**src/rtl/fetch_pkg.sv**
```systemverilog
// Shared types and constants for the instruction fetch queue.
// Imported by the interface, the FIFO and the fetch_queue top.
package fetch_pkg;

    localparam int ADDR_W = 64;
    localparam int INSTR_W = 32;
    localparam int DEFAULT_DEPTH = 4;
    localparam logic [ADDR_W-1:0] PC_STEP = 64'd4;

    typedef struct packed {
        logic [ADDR_W-1:0]  pc;
        logic [INSTR_W-1:0] instr;
    } fetch_entry_t;

    function automatic logic [ADDR_W-1:0] align_pc(
        input logic [ADDR_W-1:0] pc
    );
        return pc & ~ADDR_W'(3);
    endfunction

endpackage

```
**src/rtl/fetch_queue_if.sv**
```systemverilog
// Handshake bundle between fetch_queue, instruction memory,
// execute (redirect) and decode.
interface fetch_queue_if;
    import fetch_pkg::*;

    logic               imem_req_valid;
    logic               imem_req_ready;
    logic [ADDR_W-1:0]  imem_req_addr;
    logic               imem_rsp_valid;
    logic [INSTR_W-1:0] imem_rsp_data;
    logic               redirect_valid;
    logic [ADDR_W-1:0]  redirect_pc;
    logic               inst_valid;
    logic               inst_ready;
    logic [INSTR_W-1:0] inst_data;
    logic [ADDR_W-1:0]  inst_pc;

    modport master (
        output imem_req_valid, imem_req_addr,
        input  imem_req_ready,
        input  imem_rsp_valid, imem_rsp_data,
        input  redirect_valid, redirect_pc,
        output inst_valid, inst_data, inst_pc,
        input  inst_ready
    );

    modport slave (
        input  imem_req_valid, imem_req_addr,
        output imem_req_ready,
        output imem_rsp_valid, imem_rsp_data,
        output redirect_valid, redirect_pc,
        input  inst_valid, inst_data, inst_pc,
        output inst_ready
    );

endinterface

```
**src/rtl/fetch_fifo.sv**
```systemverilog
// Synchronous FIFO of fetch entries with flush and entry count.
// DEPTH is a power of two so the pointers wrap naturally.
module fetch_fifo
    import fetch_pkg::*;
#(
    parameter int DEPTH = DEFAULT_DEPTH,
    localparam int PTR_W = $clog2(DEPTH),
    localparam int CNT_W = PTR_W + 1
) (
    input  logic               clk,
    input  logic               reset,
    input  logic               flush,
    input  logic               push,
    input  logic               pop,
    input  fetch_entry_t       push_entry,
    output fetch_entry_t       head,
    output logic [CNT_W-1:0]   count
);

    fetch_entry_t mem_q [DEPTH];
    fetch_entry_t mem_d [DEPTH];

    logic [PTR_W-1:0] wr_ptr_q, wr_ptr_d;
    logic [PTR_W-1:0] rd_ptr_q, rd_ptr_d;
    logic [CNT_W-1:0] count_q, count_d;

    always_comb begin
        mem_d    = mem_q;
        wr_ptr_d = wr_ptr_q;
        rd_ptr_d = rd_ptr_q;
        count_d  = count_q;
        if (flush) begin
            wr_ptr_d = '0;
            rd_ptr_d = '0;
            count_d  = '0;
        end else begin
            if (push) begin
                mem_d[wr_ptr_q] = push_entry;
                wr_ptr_d = wr_ptr_q + 1'b1;
            end
            if (pop) begin
                rd_ptr_d = rd_ptr_q + 1'b1;
            end
            count_d = count_q + CNT_W'(push)
                    - CNT_W'(pop);
        end
    end

    always_ff @(posedge clk) begin
        if (reset) begin
            wr_ptr_q <= '0;
            rd_ptr_q <= '0;
            count_q  <= '0;
        end else begin
            wr_ptr_q <= wr_ptr_d;
            rd_ptr_q <= rd_ptr_d;
            count_q  <= count_d;
        end
        mem_q <= mem_d;
    end

    assign head  = mem_q[rd_ptr_q];
    assign count = count_q;

endmodule

```
**src/rtl/fetch_queue.sv**
```systemverilog
// Instruction fetch queue: issues sequential fetches, buffers
// in-order responses for decode, and flushes on redirect.
module fetch_queue
    import fetch_pkg::*;
#(
    parameter int DEPTH = DEFAULT_DEPTH,
    parameter logic [ADDR_W-1:0] RESET_PC = '0,
    localparam int CNT_W = $clog2(DEPTH) + 1
) (
    input  logic             clk,
    input  logic             reset,
    fetch_queue_if.master    bus,
    output logic [CNT_W-1:0] occupancy
);

    logic [ADDR_W-1:0] fetch_pc_q, fetch_pc_d;
    logic [ADDR_W-1:0] rsp_pc_q, rsp_pc_d;
    logic [CNT_W-1:0]  outstanding_q, outstanding_d;
    logic [CNT_W-1:0]  drop_cnt_q, drop_cnt_d;

    logic [CNT_W-1:0] fifo_count;
    logic [CNT_W:0]   inflight;
    logic             redirect;
    logic             req_valid;
    logic             req_fire;
    logic             rsp_take;
    logic             push;
    logic             pop;
    logic             inst_valid;
    fetch_entry_t     push_entry;
    fetch_entry_t     head;

    assign redirect = bus.redirect_valid;

    // Buffered plus in-flight never exceeds DEPTH, so a push
    // always finds a free slot.
    always_comb begin
        inflight = {1'b0, fifo_count}
                 + {1'b0, outstanding_q};
        req_valid = !reset && !redirect
                 && (inflight < (CNT_W+1)'(DEPTH));
        req_fire = req_valid && bus.imem_req_ready;
        rsp_take = bus.imem_rsp_valid
                && (outstanding_q != '0);
        push = rsp_take && !redirect
            && (drop_cnt_q == '0);
        inst_valid = !reset && !redirect
                  && (fifo_count != '0);
        pop = inst_valid && bus.inst_ready;
        push_entry.pc    = rsp_pc_q;
        push_entry.instr = bus.imem_rsp_data;
    end

    always_comb begin
        fetch_pc_d    = fetch_pc_q;
        rsp_pc_d      = rsp_pc_q;
        drop_cnt_d    = drop_cnt_q;
        outstanding_d = outstanding_q
                      + CNT_W'(req_fire)
                      - CNT_W'(rsp_take);
        if (redirect) begin
            fetch_pc_d = align_pc(bus.redirect_pc);
            rsp_pc_d   = align_pc(bus.redirect_pc);
            drop_cnt_d = outstanding_q
                       - CNT_W'(rsp_take);
        end else begin
            if (req_fire) begin
                fetch_pc_d = fetch_pc_q + PC_STEP;
            end
            if (push) begin
                rsp_pc_d = rsp_pc_q + PC_STEP;
            end
            if (rsp_take && drop_cnt_q != '0) begin
                drop_cnt_d = drop_cnt_q - 1'b1;
            end
        end
    end

    always_ff @(posedge clk) begin
        if (reset) begin
            fetch_pc_q    <= RESET_PC;
            rsp_pc_q      <= RESET_PC;
            outstanding_q <= '0;
            drop_cnt_q    <= '0;
        end else begin
            fetch_pc_q    <= fetch_pc_d;
            rsp_pc_q      <= rsp_pc_d;
            outstanding_q <= outstanding_d;
            drop_cnt_q    <= drop_cnt_d;
        end
    end

    fetch_fifo #(
        .DEPTH(DEPTH)
    ) u_fifo (
        .clk        (clk),
        .reset      (reset),
        .flush      (redirect),
        .push       (push),
        .pop        (pop),
        .push_entry (push_entry),
        .head       (head),
        .count      (fifo_count)
    );

    assign bus.imem_req_valid = req_valid;
    assign bus.imem_req_addr  = reset ? RESET_PC
                                      : fetch_pc_q;
    assign bus.inst_valid = inst_valid;
    assign bus.inst_data  = reset ? '0 : head.instr;
    assign bus.inst_pc    = reset ? '0 : head.pc;
    assign occupancy      = reset ? '0 : fifo_count;

endmodule

```
**src/flat_wrapper.sv**
```systemverilog
// flat-port wrapper written by rule: the top's interface ports become plain ports
module fetch_queue_flat import fetch_pkg::*;
#(
    parameter int DEPTH = DEFAULT_DEPTH,
    parameter logic [ADDR_W-1:0] RESET_PC = '0,
    localparam int CNT_W = $clog2(DEPTH) + 1
)
  (clk, reset, occupancy, bus_imem_req_valid, bus_imem_req_addr, bus_imem_req_ready, bus_imem_rsp_valid, bus_imem_rsp_data, bus_redirect_valid, bus_redirect_pc, bus_inst_valid, bus_inst_data, bus_inst_pc, bus_inst_ready);
  fetch_queue_if bus_i ();
  input  logic clk;
  input  logic reset;
  output logic [CNT_W-1:0] occupancy;
  output wire logic [$bits(bus_i.imem_req_valid)-1:0] bus_imem_req_valid;
  output wire logic [$bits(bus_i.imem_req_addr)-1:0] bus_imem_req_addr;
  input wire logic [$bits(bus_i.imem_req_ready)-1:0] bus_imem_req_ready;
  input wire logic [$bits(bus_i.imem_rsp_valid)-1:0] bus_imem_rsp_valid;
  input wire logic [$bits(bus_i.imem_rsp_data)-1:0] bus_imem_rsp_data;
  input wire logic [$bits(bus_i.redirect_valid)-1:0] bus_redirect_valid;
  input wire logic [$bits(bus_i.redirect_pc)-1:0] bus_redirect_pc;
  output wire logic [$bits(bus_i.inst_valid)-1:0] bus_inst_valid;
  output wire logic [$bits(bus_i.inst_data)-1:0] bus_inst_data;
  output wire logic [$bits(bus_i.inst_pc)-1:0] bus_inst_pc;
  input wire logic [$bits(bus_i.inst_ready)-1:0] bus_inst_ready;
  assign bus_imem_req_valid = bus_i.imem_req_valid;
  assign bus_imem_req_addr = bus_i.imem_req_addr;
  assign bus_i.imem_req_ready = bus_imem_req_ready;
  assign bus_i.imem_rsp_valid = bus_imem_rsp_valid;
  assign bus_i.imem_rsp_data = bus_imem_rsp_data;
  assign bus_i.redirect_valid = bus_redirect_valid;
  assign bus_i.redirect_pc = bus_redirect_pc;
  assign bus_inst_valid = bus_i.inst_valid;
  assign bus_inst_data = bus_i.inst_data;
  assign bus_inst_pc = bus_i.inst_pc;
  assign bus_i.inst_ready = bus_inst_ready;
  fetch_queue #(.DEPTH(DEPTH), .RESET_PC(RESET_PC)) u_core (.clk(clk), .reset(reset), .bus(bus_i), .occupancy(occupancy));
endmodule
```
**config.mk**
```make
export PLATFORM = sky130hd
export DESIGN_NAME = fetch_queue_flat
export DESIGN_NICKNAME = d
export VERILOG_FILES = /design/src/rtl/fetch_pkg.sv /design/src/rtl/fetch_queue_if.sv /design/src/rtl/fetch_fifo.sv /design/src/rtl/fetch_queue.sv /design/src/flat_wrapper.sv
export SDC_FILE = /design/constraint.sdc
export NUM_CORES = 1
export LEC_CHECK = 0
export CORE_ASPECT_RATIO = 1.75
export CORE_MARGIN = 3
export CORE_UTILIZATION = 50
export DETAILED_ROUTE_END_ITERATION = 12
export PLACE_DENSITY_LB_ADDON = 0.08
export SLEW_MARGIN = 10
export SYNTH_ARGS = -nofsm -noshare
export SYNTH_HDL_FRONTEND = slang
export SYNTH_HIERARCHICAL = 1
export SYNTH_SLANG_ARGS = --single-unit
```
**constraint.sdc**
```tcl
create_clock -name clk -period 4.1 [get_ports clk]
set_input_delay 0.41 -clock clk [delete_from_list [all_inputs] [get_ports clk]]
set_output_delay 0.41 -clock clk [all_outputs]
set_load 0.005 [all_outputs]
```
## Word-level counts from Yosys, hierarchy flattened

Index checks and enable logic that the tools add are counted.

| operators by class | value |
|---|---|
| add/sub/neg operators | 11 |
| magnitude comparators | 4 |
| muxes and demuxes | 16 |
| bitwise operators | 3 |
| reduce and logical (&&, ||, !) cells | 21 |

Operators by type and width:

| kind | number |
|---|---|
| 384-bit bitwise mux | 1 |
| 64-bit 2-to-1 mux | 6 |
| 96-bit 2-to-1 mux | 3 |
| 96-bit binary-select mux with 2-bit select | 1 |
| 96-bit demux with 2-bit select | 1 |
| 64-bit by 3-bit adder with 64-bit output (second input constant) | 2 |
| 32-bit 2-to-1 mux | 1 |
| 1-bit logical AND | 10 |
| 3-bit 2-to-1 mux | 3 |
| 3-bit nonzero test | 3 |
| 3-bit by 1-bit subtractor with 3-bit output | 3 |
| 3-bit by 1-bit adder with 3-bit output | 2 |
| 3-bit greater-or-equal comparator (second input constant) | 2 |
| 2-bit NOT with 3-bit output | 2 |
| 2-bit nonzero test | 3 |
| 2-bit by 1-bit adder with 2-bit output (second input constant) | 2 |
| 3-bit by 3-bit adder with 4-bit output | 1 |
| 4-bit by 3-bit less-than comparator with 1-bit output (second input constant) | 1 |
| 3-bit logical NOT | 1 |
| 3-bit by 1-bit less-than comparator with 1-bit output (second input constant) | 1 |
| 3-bit by 1-bit subtractor with 3-bit output (second input constant) | 1 |
| 1-bit logical NOT | 2 |
| 2-bit AND reduction | 1 |
| 2-bit OR reduction | 1 |
| 1-bit NOT | 1 |

| word-level totals | value |
|---|---|
| bits in registers | 525 |
| input bits | 102 |
| output and inout port bits | 165 |
| word-level logic and storage cells | 72 |

## Longest topological paths before layout

Gate-level depths: netlist of run 1.

| logic depth | value |
|---|---|
| depth in word-level cells | 6 |
| gate-level depth with buffers | 14 |
| depth with buffers taken out | 12 |

## Modules after synthesis

The synthesis of run 1 kept the hierarchy.

By module, submodules not included:

| module | instances | cells each | area an instance (µm²) | seq. area each (µm²) |
|---|---|---|---|---|
| fetch_fifo | 1 | 544 | 14247.4 | 11671.2 |
| fetch_queue | 1 | 1122 | 8622.0 | 2602.5 |

## Least setup slack after synthesis of run 1

OpenSTA, ideal clock, no wires.

| timing | value |
|---|---|
| path type | input to register |
| start point | input bus_redirect_valid |
| end point | register u_core/u_fifo/mem_q[0] (netlist bit) (enable) |
| library setup time | 466 ps |
| arrival | 3688 ps |
| data required time | 3634 ps |
| path slack | -54 ps |
| stages | 6 |
| path buffers | 3 |
| cells stage by stage | clkbuf_1 > clkbuf_1 > clkbuf_1 > nor2_1 > nor2b_1 > and2_1 |

| on the way | value |
|---|---|
| word-level cells in the longest chain between the ends | 4 |
| elaborated cells on any way between the ends | 5 |
| those cells by class | bitwise (1); reduce/logical (4) |

Ends and longest elaborated chain:

| element | RTL line | source |
|---|---|---|
| from (decl) | flat_wrapper.sv:18 | `input wire logic [$bits(bus_i.redirect_valid)-1:0] bus_redirect_valid;` |
| 1-bit logical NOT | fetch_queue.sv:45 | `push = rsp_take && !redirect` |
| 1-bit logical AND | fetch_queue.sv:45 |  |
| 1-bit logical AND | fetch_queue.sv:46 | `&& (drop_cnt_q == '0);` |
| net u_core.push | fetch_queue.sv:27 | `logic push;` |
| 2-bit AND reduction (no source line) | - |  |
| to (signal assigned) | fetch_fifo.sv:59 | `mem_q <= mem_d;` |
| to (decl) | fetch_fifo.sv:20 | `fetch_entry_t mem_q [DEPTH];` |

The timed path passes the listed nets, and every way through them passes these cells.
A chain may end at the register's enable or synchronous reset.

==> results of run 1 <==
-- power breakdown --
| group | switching, mW | internal [mW] | leakage [nW] |
|---|---|---|---|
| logic | 0.481 | 0.523 | 3.42 |
| registers | 0.196 | 5.84 | 4.63 |
| clock network | 1.89 | 2.29 | 0.695 |
-- cell usage after synthesis (6+ instances only) --
cell type  count  area share, %
nor4_1        25           0.68
or3_1         16           0.44
clkbuf_1      77            1.3
and3_1        18           0.49
xnor2_1       57            2.2
dfxtp_1      137             12
mux4_2        96            9.5
buf_2          9           0.20
nand2_1       86            1.4
inv_1         30           0.49
edfxtp_1     384             50
and4_1        11           0.42
nand3_1       41           0.90
nor3_1        31           0.68
a21oi_1       44           0.96
xor2_1        31            1.2
mux2i_1        6           0.26
nor2_1        90            1.5
ha_1          16           0.88
o21a_1        25           0.82
a211oi_1      25           0.82
buf_4         10           0.33
nand4_1       50            1.4
o21ai_0       38           0.83
and2_1        17           0.47
a31oi_1       21           0.57
a21boi_0      25           0.82
nor2b_1      159            4.3
-- metal layers --
layer,GRT usage (%),part of all wire [%],wire (µm),vias to the layer above
met5,0,0,0,-
met3,2.65,4.8,2680,112
met1,28.5,40,22300,7198
met2,40.6,51,28600,544
met4,9.76,4.4,2480,0
li1,-,-,-,6794
-- tightest hold or removal path, stage by stage --
cell,delay (ns)
buf_2,0.18
a21oi_1,0.15
nor2_1,0.05
-- state kept, by name, summed over array words and instances, names as in the netlist --
name and count:
u_core/u_fifo/mem_q 384, u_core/fetch_pc_q 62, u_core/rsp_pc_q 62, u_core/drop_cnt_q 3, u_core/outstanding_q 3, u_core/u_fifo/count 3
u_core/u_fifo/rd_ptr_q 2, u_core/u_fifo/wr_ptr_q 2
-- path summary, 6_finish.rpt --
path | slack (ns) | end | cells past startpoint
worst max-delay path | 0.78 | bus_inst_pc[23] | 4
worst min register to register | 0.50 | u_core/fetch_pc_q[49]$_SDFFE_PP0P_ | 2
worst min-delay path | 0.29 | u_core/rsp_pc_q[2]$_SDFFE_PP0P_ | 3
worst max register to register | 1.00 | u_core/fetch_pc_q[56]$_SDFFE_PP0P_ | 7
-- cells by family (layout without fill, tap and decap cells) --
logic type               Yosys count  count (layout)  synth area share (%)
XOR/XNOR                          89              89                  3.47
multiplexers                     106             106                  9.91
adder cells (fa/ha/maj)           18              18                  1.05
AND/OR/NAND/NOR                  580             580                  14.3
AO/OA/AOI/OAI                    217             217                  6.22
flip-flops                       521             521                  62.4
other                              1              10                0.0164
buffers and inverters            134             414                  2.60
-- metrics by stage --
step                instance area [µm²]  instances  hold WS, ns
floorplan                         22900       1675        0.466
global placement                  26300       2448        0.484
detailed placement                26300       2448        0.496
CTS                               27700       2532        0.268
global route                      27700       2532        0.315
finish                            27700       2532        0.287
-- final cells by class --
class | instances | area [µm²]
clock buffer | 58 | 1240
clock inverter | 26 | 209
fill | 3536 | 17400
inverter | 31 | 119
multi-input combinational | 1020 | 8060
sequential | 521 | 14300
tap | 577 | 722
timing repair buffer | 299 | 3070
-- layout by cell type (no fill, tap or decap), types with 30 or more instances in the layout --
cell type / synthesis / routed
inv_1: 30 / 30
nor2_1: 90 / 90
edfxtp_1: 384 / 384
xor2_1: 31 / 31
a21oi_1: 44 / 44
nand3_1: 41 / 41
mux4_2: 96 / 96
nor2b_1: 159 / 159
nand2_1: 86 / 86
clkdlybuf4s50_1: 0 / 260
o21ai_0: 38 / 38
dfxtp_1: 137 / 135
nor3_1: 31 / 31
nand4_1: 50 / 50
xnor2_1: 57 / 57
clkbuf_16: 0 / 47
==> results.ini, run 1 <==
[cts]
clk_latency_ns=0.56
cts_buffers=46
clockBufferDepth=3
post-cts-setup-buffers=0
path_clk_slew_ns=0.07
post_cts_resized=0
clkSinkCount=521
htreeDepth=2
clockRootBuffer=clkbuf_16
cts_hold_buf=0
cts_tree=built

[cells_and_area]
antenna_cells=0
drive_above_1_share_pct=12.3
syn2layout_area_growth_pct=21.1
layout.nets=2039
final_core_util_pct=61.4

[grt]
antenna_found_initial=0
grt_pass1_wl_mm=87.0
grt_pass1_vias=15200
overflow=0
grtUsageTotal_pct=22.9
grt_max_degree=145

[timing]
finClkSkew_ns=0.0175
setup_viol=0
fmax_ghz=0.301
tightestPinTransition_ns=1.23
fin_ws_ns=0.782
relSlewSlack_pct=18.1
min_period_ns=3.32
hold_viol=0
fin_crit_sh_pct=80.9
finalSetupTns_ns=0
rsz0062_at_grt=false
drv_slew=0

[setup_path]
crit_path_start=u_core/u_fifo/rd_ptr_q[0]$_SDFFE_PP0P_
path_class=flop to primary output
cp_slowest_cell=dfxtp_4
cp_max_fo=31
start_kind=flop
end_kind=primary output
reg2reg_from=u_core/fetch_pc_q[2]$_SDFFE_PP0P_
path_delay_family=buffers and inverters
path_buf_inv=2
worstPathRequired_ns=3.69
max_stage_delay_ns=0.79
arrival_ns=2.91
critical_path.cell_chain=buf_4 -> mux4_2 -> nor2b_1 -> clkdlybuf4s50_1

[status]
status=completed

[route]
ant_nets=0
vias=14600
drt_iter0_markers=968
viasPerCell=5.79
dr.pass1.iters=5
wl_per_cell_um=22.2
drc=0
routed_wl_mm=56.1

[die]
placementRows=103
pin_count=267
die_h_um=289
die_w_um=168
core_um2=45100
start_util_pct=50.7
die-area_um2=48400

[place]
portBuffers=262
routabilityCongestion=0.908
hpwlAfterDp_mm=38.0
place_ws_ns=0.929

[hold_path]
hold_class=input port to flop
min-delay-start=bus_redirect_valid

[flow_run]
maxCapViolations=0

[pwr]
leakagePower_nw=8.75
p_total_mw=11.2
power_density_nw_per_um2=405
peakVddDrop_v=0.000312

[yosys]
netlist_instances=1666
synthArstFlopShare_pct=0
ys_seq_elements=521
avgSynthCellArea_um2=13.7
yosysSeqAreaShare_pct=62.4
synthDistinctLibCells=71
syn_area_um2=22900
synth_flop_cell=edfxtp_1
synth-edff-count=384
synth_warnings=6

No activity file was read; power rests on OpenSTA's default activity.
==> run 2, diff against run 1 <==
clock period = 3 ns   (was 4.1 ns; I/O delays follow)
==> run 2 against run 1 <==
  * Design area increased by 2.0%
  * Sequential power increased by 36%
  * Sequential share of layout area decreased by 1.0 points
  * Worst hold slack got worse by 0.14 ns
  * Non-clock buffer count increased by 52
  * Clock power increased by 46%
  * Register-to-register slack got worse by 0.81 ns
  * Wire length increased by 1.6%
  * Power increased by 40%
  * Critical path depth increased by 1
  * Critical path type unchanged
==> results.ini, run 2 (synthesized netlist as in run 1, its figures left out) <==
[route]
drt_iter0_markers=945
viasPerCell=5.75
dr.pass1.iters=6
ant_nets=0
routed_wl_mm=57.0
wl_per_cell_um=22.1
vias=14800
drc=0

[cells_and_area]
layout_common_cells=edfxtp_1 (384), clkdlybuf4s50_1 (260), nor2b_1 (159)
fin_cells=2582
layout_commonest_cell=edfxtp_1
biggestRegsByFlops=u_core/u_fifo/mem_q (384), u_core/fetch_pc_q (62), u_core/rsp_pc_q (62)
largest_register_ffs=384
layout.nets=2091
drive_above_1_share_pct=14.3
top_register=u_core/u_fifo/mem_q
antenna_cells=0
syn2layout_area_growth_pct=23.5

[timing]
setup_viol=0
finalSetupTns_ns=0
hold_viol=0
drv_slew=0
fin_crit_sh_pct=94.5
min_period_ns=2.83
relSlewSlack_pct=34.9
rsz0062_at_grt=false
finClkSkew_ns=0.0140
fin_ws_ns=0.166
fmax_ghz=0.353
tightestPinTransition_ns=0.977

[flow_run]
maxCapViolations=0

[die]
die_h_um=289
die_w_um=168
start_util_pct=50.7
pin_count=267
placementRows=103
die-area_um2=48400
core_um2=45100

[setup_path]
start_kind=flop
cp_slowest_cell=mux4_2
reg2reg_to=u_core/fetch_pc_q[58]$_SDFFE_PP0P_
crit_top_cell=buf_12
path_buf_inv=3
worstPathRequired_ns=2.70
worst-path-stages=5
arrival_ns=2.53
cp_max_fo=20
end_kind=primary output
ff2ff_path_depth=7
path_class=flop to primary output
critical_path.cell_chain=buf_12 -> buf_12 -> mux4_2 -> nor2b_1 -> clkdlybuf4s50_1
reg2reg_from=u_core/fetch_pc_q[2]$_SDFFE_PP0P_
path_delay_family=buffers and inverters
max_stage_delay_ns=0.57
rrSetupSlack_ns=0.19

[place]
place_ws_ns=0.223
dp_cells=2497
routabilityCongestion=0.953
portBuffers=262
hpwlAfterDp_mm=38.8

[cts]
clockRootBuffer=clkbuf_16
cts_buffers=46
path_clk_slew_ns=0.06
clockBufferDepth=3
clk_latency_ns=0.56
htreeDepth=2
clkSinkCount=521
cts_tree=built

[status]
status=completed

[grt]
grt_pass1_wl_mm=87.9
overflow=0
grt_max_degree=183
grt_pass1_vias=15500
grtUsageTotal_pct=23.2
antenna_found_initial=0

[pwr]
leakagePower_nw=9.07
peakVddDrop_v=0.000506
power_density_nw_per_um2=557
p_total_mw=15.7

[hold_path]
hold_class=input port to flop
min_to=u_core/fetch_pc_q[60]$_SDFFE_PP0P_
min-delay-start=bus_redirect_valid
worstHoldPathCells=4

[run 2: changes by cell type in the layout (fill, tap and decap cells not counted), moves of 3 or more]
cell	before	now
buf_4	23	69
buf_12	14	18
bufinv_16	2	6
clkinv_2	7	3
inv_6	4	0
clkbuf_1	9	12
[run 2: report_power, final]
group,switching [mW],internal (mW)
combinational,0.697,0.740
sequential,0.233,7.98
clock,2.55,3.54
[run 2: per-layer routing]
metal | GRT usage [%] | wire, µm | vias up
met5 | 0 | 0 | -
met1 | 28.5 | 22700 | 7341
met2 | 42.0 | 29700 | 495
met4 | 9.40 | 2250 | 0
met3 | 2.47 | 2410 | 114
li1 | - | - | 6893
[run 2: timing repair]
action,4_1_cts,5_1_grt
setup buffers,1,2
hold buffers,0,0
endpoints found under the setup margin,69,2
gates resized for setup,1,0
[run 2: area by class of cell]
| class | instances | area (µm²) |
|---|---|---|
| flip-flops and latches | 521 | 14300 |
| multi-input cells | 1020 | 8040 |
| fillers | 3509 | 16900 |
| inverters | 31 | 119 |
| clock inverters | 18 | 269 |
| well taps | 577 | 722 |
| clock buffers | 64 | 1290 |
| repair buffers | 351 | 3530 |
[run 2: how the worst max path moves through the flow]
stage                     slack [ns]                                    from                                  to
final                           0.17  u_core/u_fifo/rd_ptr_q[0]$_SDFFE_PP0P_                     bus_inst_pc[40]
after global routing            0.04       u_core/fetch_pc_q[2]$_SDFFE_PP0P_  u_core/fetch_pc_q[58]$_SDFFE_PP0P_
after CTS                       0.03  u_core/u_fifo/rd_ptr_q[0]$_SDFFE_PP0P_                    bus_inst_data[4]
after detailed placement        0.22       u_core/fetch_pc_q[2]$_SDFFE_PP0P_  u_core/fetch_pc_q[58]$_SDFFE_PP0P_
after global placement          0.25       u_core/fetch_pc_q[2]$_SDFFE_PP0P_  u_core/fetch_pc_q[58]$_SDFFE_PP0P_
after floorplan                 0.02                      bus_redirect_valid    u_core/u_fifo/mem_q[0]$_DFFE_PP_
[run 2: worst register-to-register path, delay by kind of cell, from the launching register on]
kind	cells	cell delay [ns]
xor+xnor	1	0.16
simple gates	4	1.80
fa+ha+maj	1	0.24
flops	1	0.42
compound gates	1	0.08
[run 2: stage by stage]
step                cell area [µm²]  hold WS, ns  util, %
floorplan                     22900        0.399        -
CTS                           28200        0.131     62.5
detailed placement            26600        0.504     59.0
finish                        28300        0.144     62.6
global route                  28300        0.192     62.6
global placement              26600        0.494     59.0
==> run 3, diff against run 2 <==
CAP_MARGIN = 20   (was unset)
clock period = 3.6 ns   (was 3 ns; I/O delays follow)
==> run 3 against run 2 <==
  * Clock power decreased by 17%
  * Worst setup slack improved by 0.42 ns
  * Register-to-register slack improved by 0.41 ns
  * Non-clock buffer count decreased by 46
  * Design area decreased by 1.3%
  * First-iteration DRC count shrank 2.5%
  * Clock-buffer cell count is 6 lower
  * Combinational power fell by 20%
  * Flip-flop and latch count unchanged
  * Largest cell class unchanged
  * Largest power group unchanged
==> results.ini, run 3 (synthesized netlist as in run 1, its figures left out) <==
[setup_path]
endpoint=bus_inst_pc[16]
worstPathRequired_ns=3.24
end_kind=primary output
cp_max_fo=43
reg2reg_from=u_core/fetch_pc_q[2]$_SDFFE_PP0P_
start_kind=flop
rrSetupSlack_ns=0.60
path_class=flop to primary output
reg2reg_to=u_core/fetch_pc_q[58]$_SDFFE_PP0P_
critical_path.cell_chain=buf_12 -> mux4_2 -> nor2b_1 -> clkdlybuf4s50_1
max_stage_delay_ns=0.71
arrival_ns=2.66
crit_path_start=u_core/u_fifo/rd_ptr_q[1]$_SDFFE_PP0P_
cp_slowest_cell=dfxtp_4
ff2ff_path_depth=7

[grt]
grt_pass1_vias=15200
grt_pass1_wl_mm=86.5
antenna_found_initial=0
overflow=0
grtUsageTotal_pct=22.9
grt_max_degree=183

[place]
portBuffers=262
dp_cells=2454
place_ws_ns=0.633
place_area_um2=26300
routabilityCongestion=0.944
hpwlAfterDp_mm=37.5

[cts]
clockBufferDepth=3
post_cts_resized=0
clkSinkCount=521
htreeDepth=2
cts_tree=built
post-cts-setup-buffers=0
clk_latency_ns=0.57
clockRootBuffer=clkbuf_16
cts_buffers=46
cts_hold_buf=0
path_clk_slew_ns=0.06

[pwr]
p_int_mw=10.1
p_seq_share_pct=52.6
power_frac_comb_pct=8.8
switchingPower_mw=2.93
power_density_nw_per_um2=469
p_total_mw=13.1
power.share.switching_pct=22.4
leakagePower_nw=8.84
pwr-share-clk_pct=38.6
peakVddDrop_v=0.000459

[cells_and_area]
stdcell_area_um2=27900
fin_cells=2539
biggestRegsByFlops=u_core/u_fifo/mem_q (384), u_core/fetch_pc_q (62), u_core/rsp_pc_q (62)
layout.nets=2045
layout_commonest_cell=edfxtp_1
top_register=u_core/u_fifo/mem_q
layout_common_cells=edfxtp_1 (384), clkdlybuf4s50_1 (260), nor2b_1 (159)
drive_above_1_share_pct=12.3
largest_register_ffs=384
fillers=3564
antenna_cells=0
syn2layout_area_growth_pct=21.9

[die]
placementRows=103
start_util_pct=50.7
pin_count=267
core_um2=45100
die-area_um2=48400
die_h_um=289
die_w_um=168

[status]
status=completed

[timing]
finalSetupTns_ns=0
rsz0062_at_grt=false
finClkSkew_ns=0.0238
setup_viol=0
fin_ws_ns=0.584
drv_slew=0
hold_viol=0
fmax_ghz=0.332
relSlewSlack_pct=35.6
min_period_ns=3.02
fin_crit_sh_pct=83.8
tightestPinTransition_ns=0.966

[route]
topRoutingLayerUsed=met4
vias=14700
wl_met1_mm=22.6
ant_nets=0
dr_wl_met2_mm=28.8
dr.pass1.iters=7
drt_iter0_markers=921
route.met3.wl_mm=2.69
drc=0
routed_wl_mm=56.1
wl_per_cell_um=22.1
viasPerCell=5.80

[flow_run]
maxCapViolations=0

[hold_path]
hold_class=input port to flop

[run 3: worst max-delay path, delay by kind of cell, from the launching register on]
kind | cells | cell delay [ns]
buf+inv | 2 | 0.86
flops | 1 | 0.71
mux | 1 | 0.36
simple gates | 1 | 0.14
[run 3: metrics by stage]
step | utilization (%) | hold slack (ns)
floorplan | - | 0.459
global placement | 58.4 | 0.481
detailed placement | 58.4 | 0.495
CTS | 61.8 | 0.193
global route | 61.8 | 0.226
finish | 61.8 | 0.216
[run 3: power groups by stage]
stage	Sequential (mW)	Clock, mW	Combinational [mW]
floorplan	6.92	0	0.638
global placement	6.98	0	1.14
detailed placement	6.99	0	1.15
CTS	6.86	5.19	1.16
global route	6.90	5.38	1.27
finish	6.87	5.05	1.15
[run 3: cell type report]
class / count / area [µm²] / area share [%]
Sequential cell: 521 / 14300 / 51.2
Multi-Input combinational cell: 1020 / 8040 / 28.9
Tap cell: 577 / 722 / 2.59
Clock buffer: 58 / 1240 / 4.44
Inverter: 31 / 119 / 0.426
Clock inverter: 27 / 313 / 1.12
Timing Repair Buffer: 305 / 3160 / 11.3
[run 3: per-layer routing]
metal | GRT usage (%) | up-vias
li1 | - | 6815
met1 | 28.6 | 7291
met2 | 41.1 | 521
met3 | 2.68 | 109
met4 | 8.45 | 0
met5 | 0 | -
[run 3: worst min path at each step]
stage                                  startpoint                            endpoint  slack (ns)  cells after the start
6_report                       bus_redirect_valid    u_core/rsp_pc_q[55]$_SDFFE_PP0P_        0.22                      2
5_1_grt                        bus_redirect_valid    u_core/rsp_pc_q[55]$_SDFFE_PP0P_        0.23                      2
4_1_cts                        bus_redirect_valid    u_core/rsp_pc_q[55]$_SDFFE_PP0P_        0.19                      2
3_5_place_dp   u_core/fetch_pc_q[49]$_SDFFE_PP0P_  u_core/fetch_pc_q[49]$_SDFFE_PP0P_        0.49                      2
3_3_place_gp   u_core/fetch_pc_q[49]$_SDFFE_PP0P_  u_core/fetch_pc_q[49]$_SDFFE_PP0P_        0.48                      2
2_1_floorplan                bus_imem_rsp_data[0]    u_core/u_fifo/mem_q[0]$_DFFE_PP_        0.46                      0
==> RTL edit, RTL diff (config.mk and constraints of run 2) <==
Make the reset (`reset`) asynchronous in one clocked block.
--- a/src/rtl/fetch_queue.sv
+++ b/src/rtl/fetch_queue.sv
@@ -76,7 +76,7 @@
         end
     end
 
-    always_ff @(posedge clk) begin
+    always_ff @(posedge clk or posedge reset) begin
         if (reset) begin
             fetch_pc_q    <= RESET_PC;
             rsp_pc_q      <= RESET_PC;
Check against the original RTL: differs if reset is asserted again (counterexample within 4 cycles, from zero or initial values and one cycle with reset high); with reset held inactive, the same outputs for 4 cycles.
==> RTL edit against run 2 <==
- setup slack lost 0.0040 ns
- fmax shrank 0.14%
- sequential power grew 3.9%
- final area grew 3.2%
- synthesized area grew 3.4%
- routed wire length grew 10%
- power grew 4.5%
- synthesized cell count grew 3.4%
- critical path depth shrank 1
- non-clock buffer count grew 2
- sequential cell count is the same
- critical endpoint is now bus_inst_pc[43]
- largest power group unchanged
==> RTL edit: results (changes against run 2) <==
# clk buffers 58 (-9.4%); Post-Synth Adder-Cell Area 1.02% (-0.034 points); Final nets 2157 (+3.2%); xor-xnor portion of the synthesized cell area 1.55% (-1.9 points); share of cells above drive strength 1 13.9% (-0.37 points); placed insts 2567 (+2.8%); post-DP HPWL 43.4 mm (+12%); final setup skew 0.0190 ns (+0.00497 ns); met3 wire length 3.47 mm (+44%); GRT Util Overall 25.1% (+1.9 points); clock group share of total power 37.7% (-1.0 points); IR Drop Worst-Case VDD 0.404 mV (-20%); complex-gate fraction of the synthesized area 5.41% (-0.80 points); routing usage on met3 3.41% (+0.94 points); CP Max Fanout 24 (+20%); Synth area leaders edfxtp_1, dfrtp_1, mux4_2; vias in the first global route 16400 (+6.1%); Post-DP Area 27500 sq um (+3.4%); Hold Path Class in -> async; first-pass GRT wire length 96.7 mm (+10%); non-clock buffer share of cell area 12.4% (-0.066 points); M1 GR Usage 31.4% (+2.9 points); Non-clk bufs 353 (+0.57%); register cell area after layout 14900 sq um (+4.6%); WL/cell 23.7 um (+7.2%); sequential share of the synthesized area 63.1% (+0.71 points); post-synthesis mux area share 9.99% (+0.073 points); DR iter-0 viols 1249 (+32%); status finished clean
RTL edit: changes by cell type after synthesis, moves of 24 or more:
cell / run 2 / this run
nand3_1: 41 / 96
o21a_1: 25 / 1
xnor2_1: 57 / 28
o211ai_1: 3 / 32
a211oi_1: 25 / 0
or4_1: 4 / 44
a21oi_1: 44 / 18
dfrtp_1: 0 / 130
dfxtp_1: 137 / 7
nand2_1: 86 / 122
RTL edit: repair_timing:
action,CTS,global route
gates cloned,0,1
endpoints found under the setup margin,2,13
buffers inserted,0,4
resized for setup,1,1
endpoints found under the hold margin,0,0
RTL edit: final timing paths:
kind | to | slack (ns) | depth (start not counted)
worst max-delay path | bus_inst_pc[43] | 0.16 | 4
worst min-delay path | u_core/fetch_pc_q[28] | 0.08 | 3
worst max register to register | u_core/rsp_pc_q[58] | 0.18 | 5
worst min register to register | u_core/fetch_pc_q[21] | 0.56 | 1
max in group asynchronous | u_core/rsp_pc_q[54] | 2.24 | 4
min in group clk | u_core/fetch_pc_q[9] | 0.32 | 3
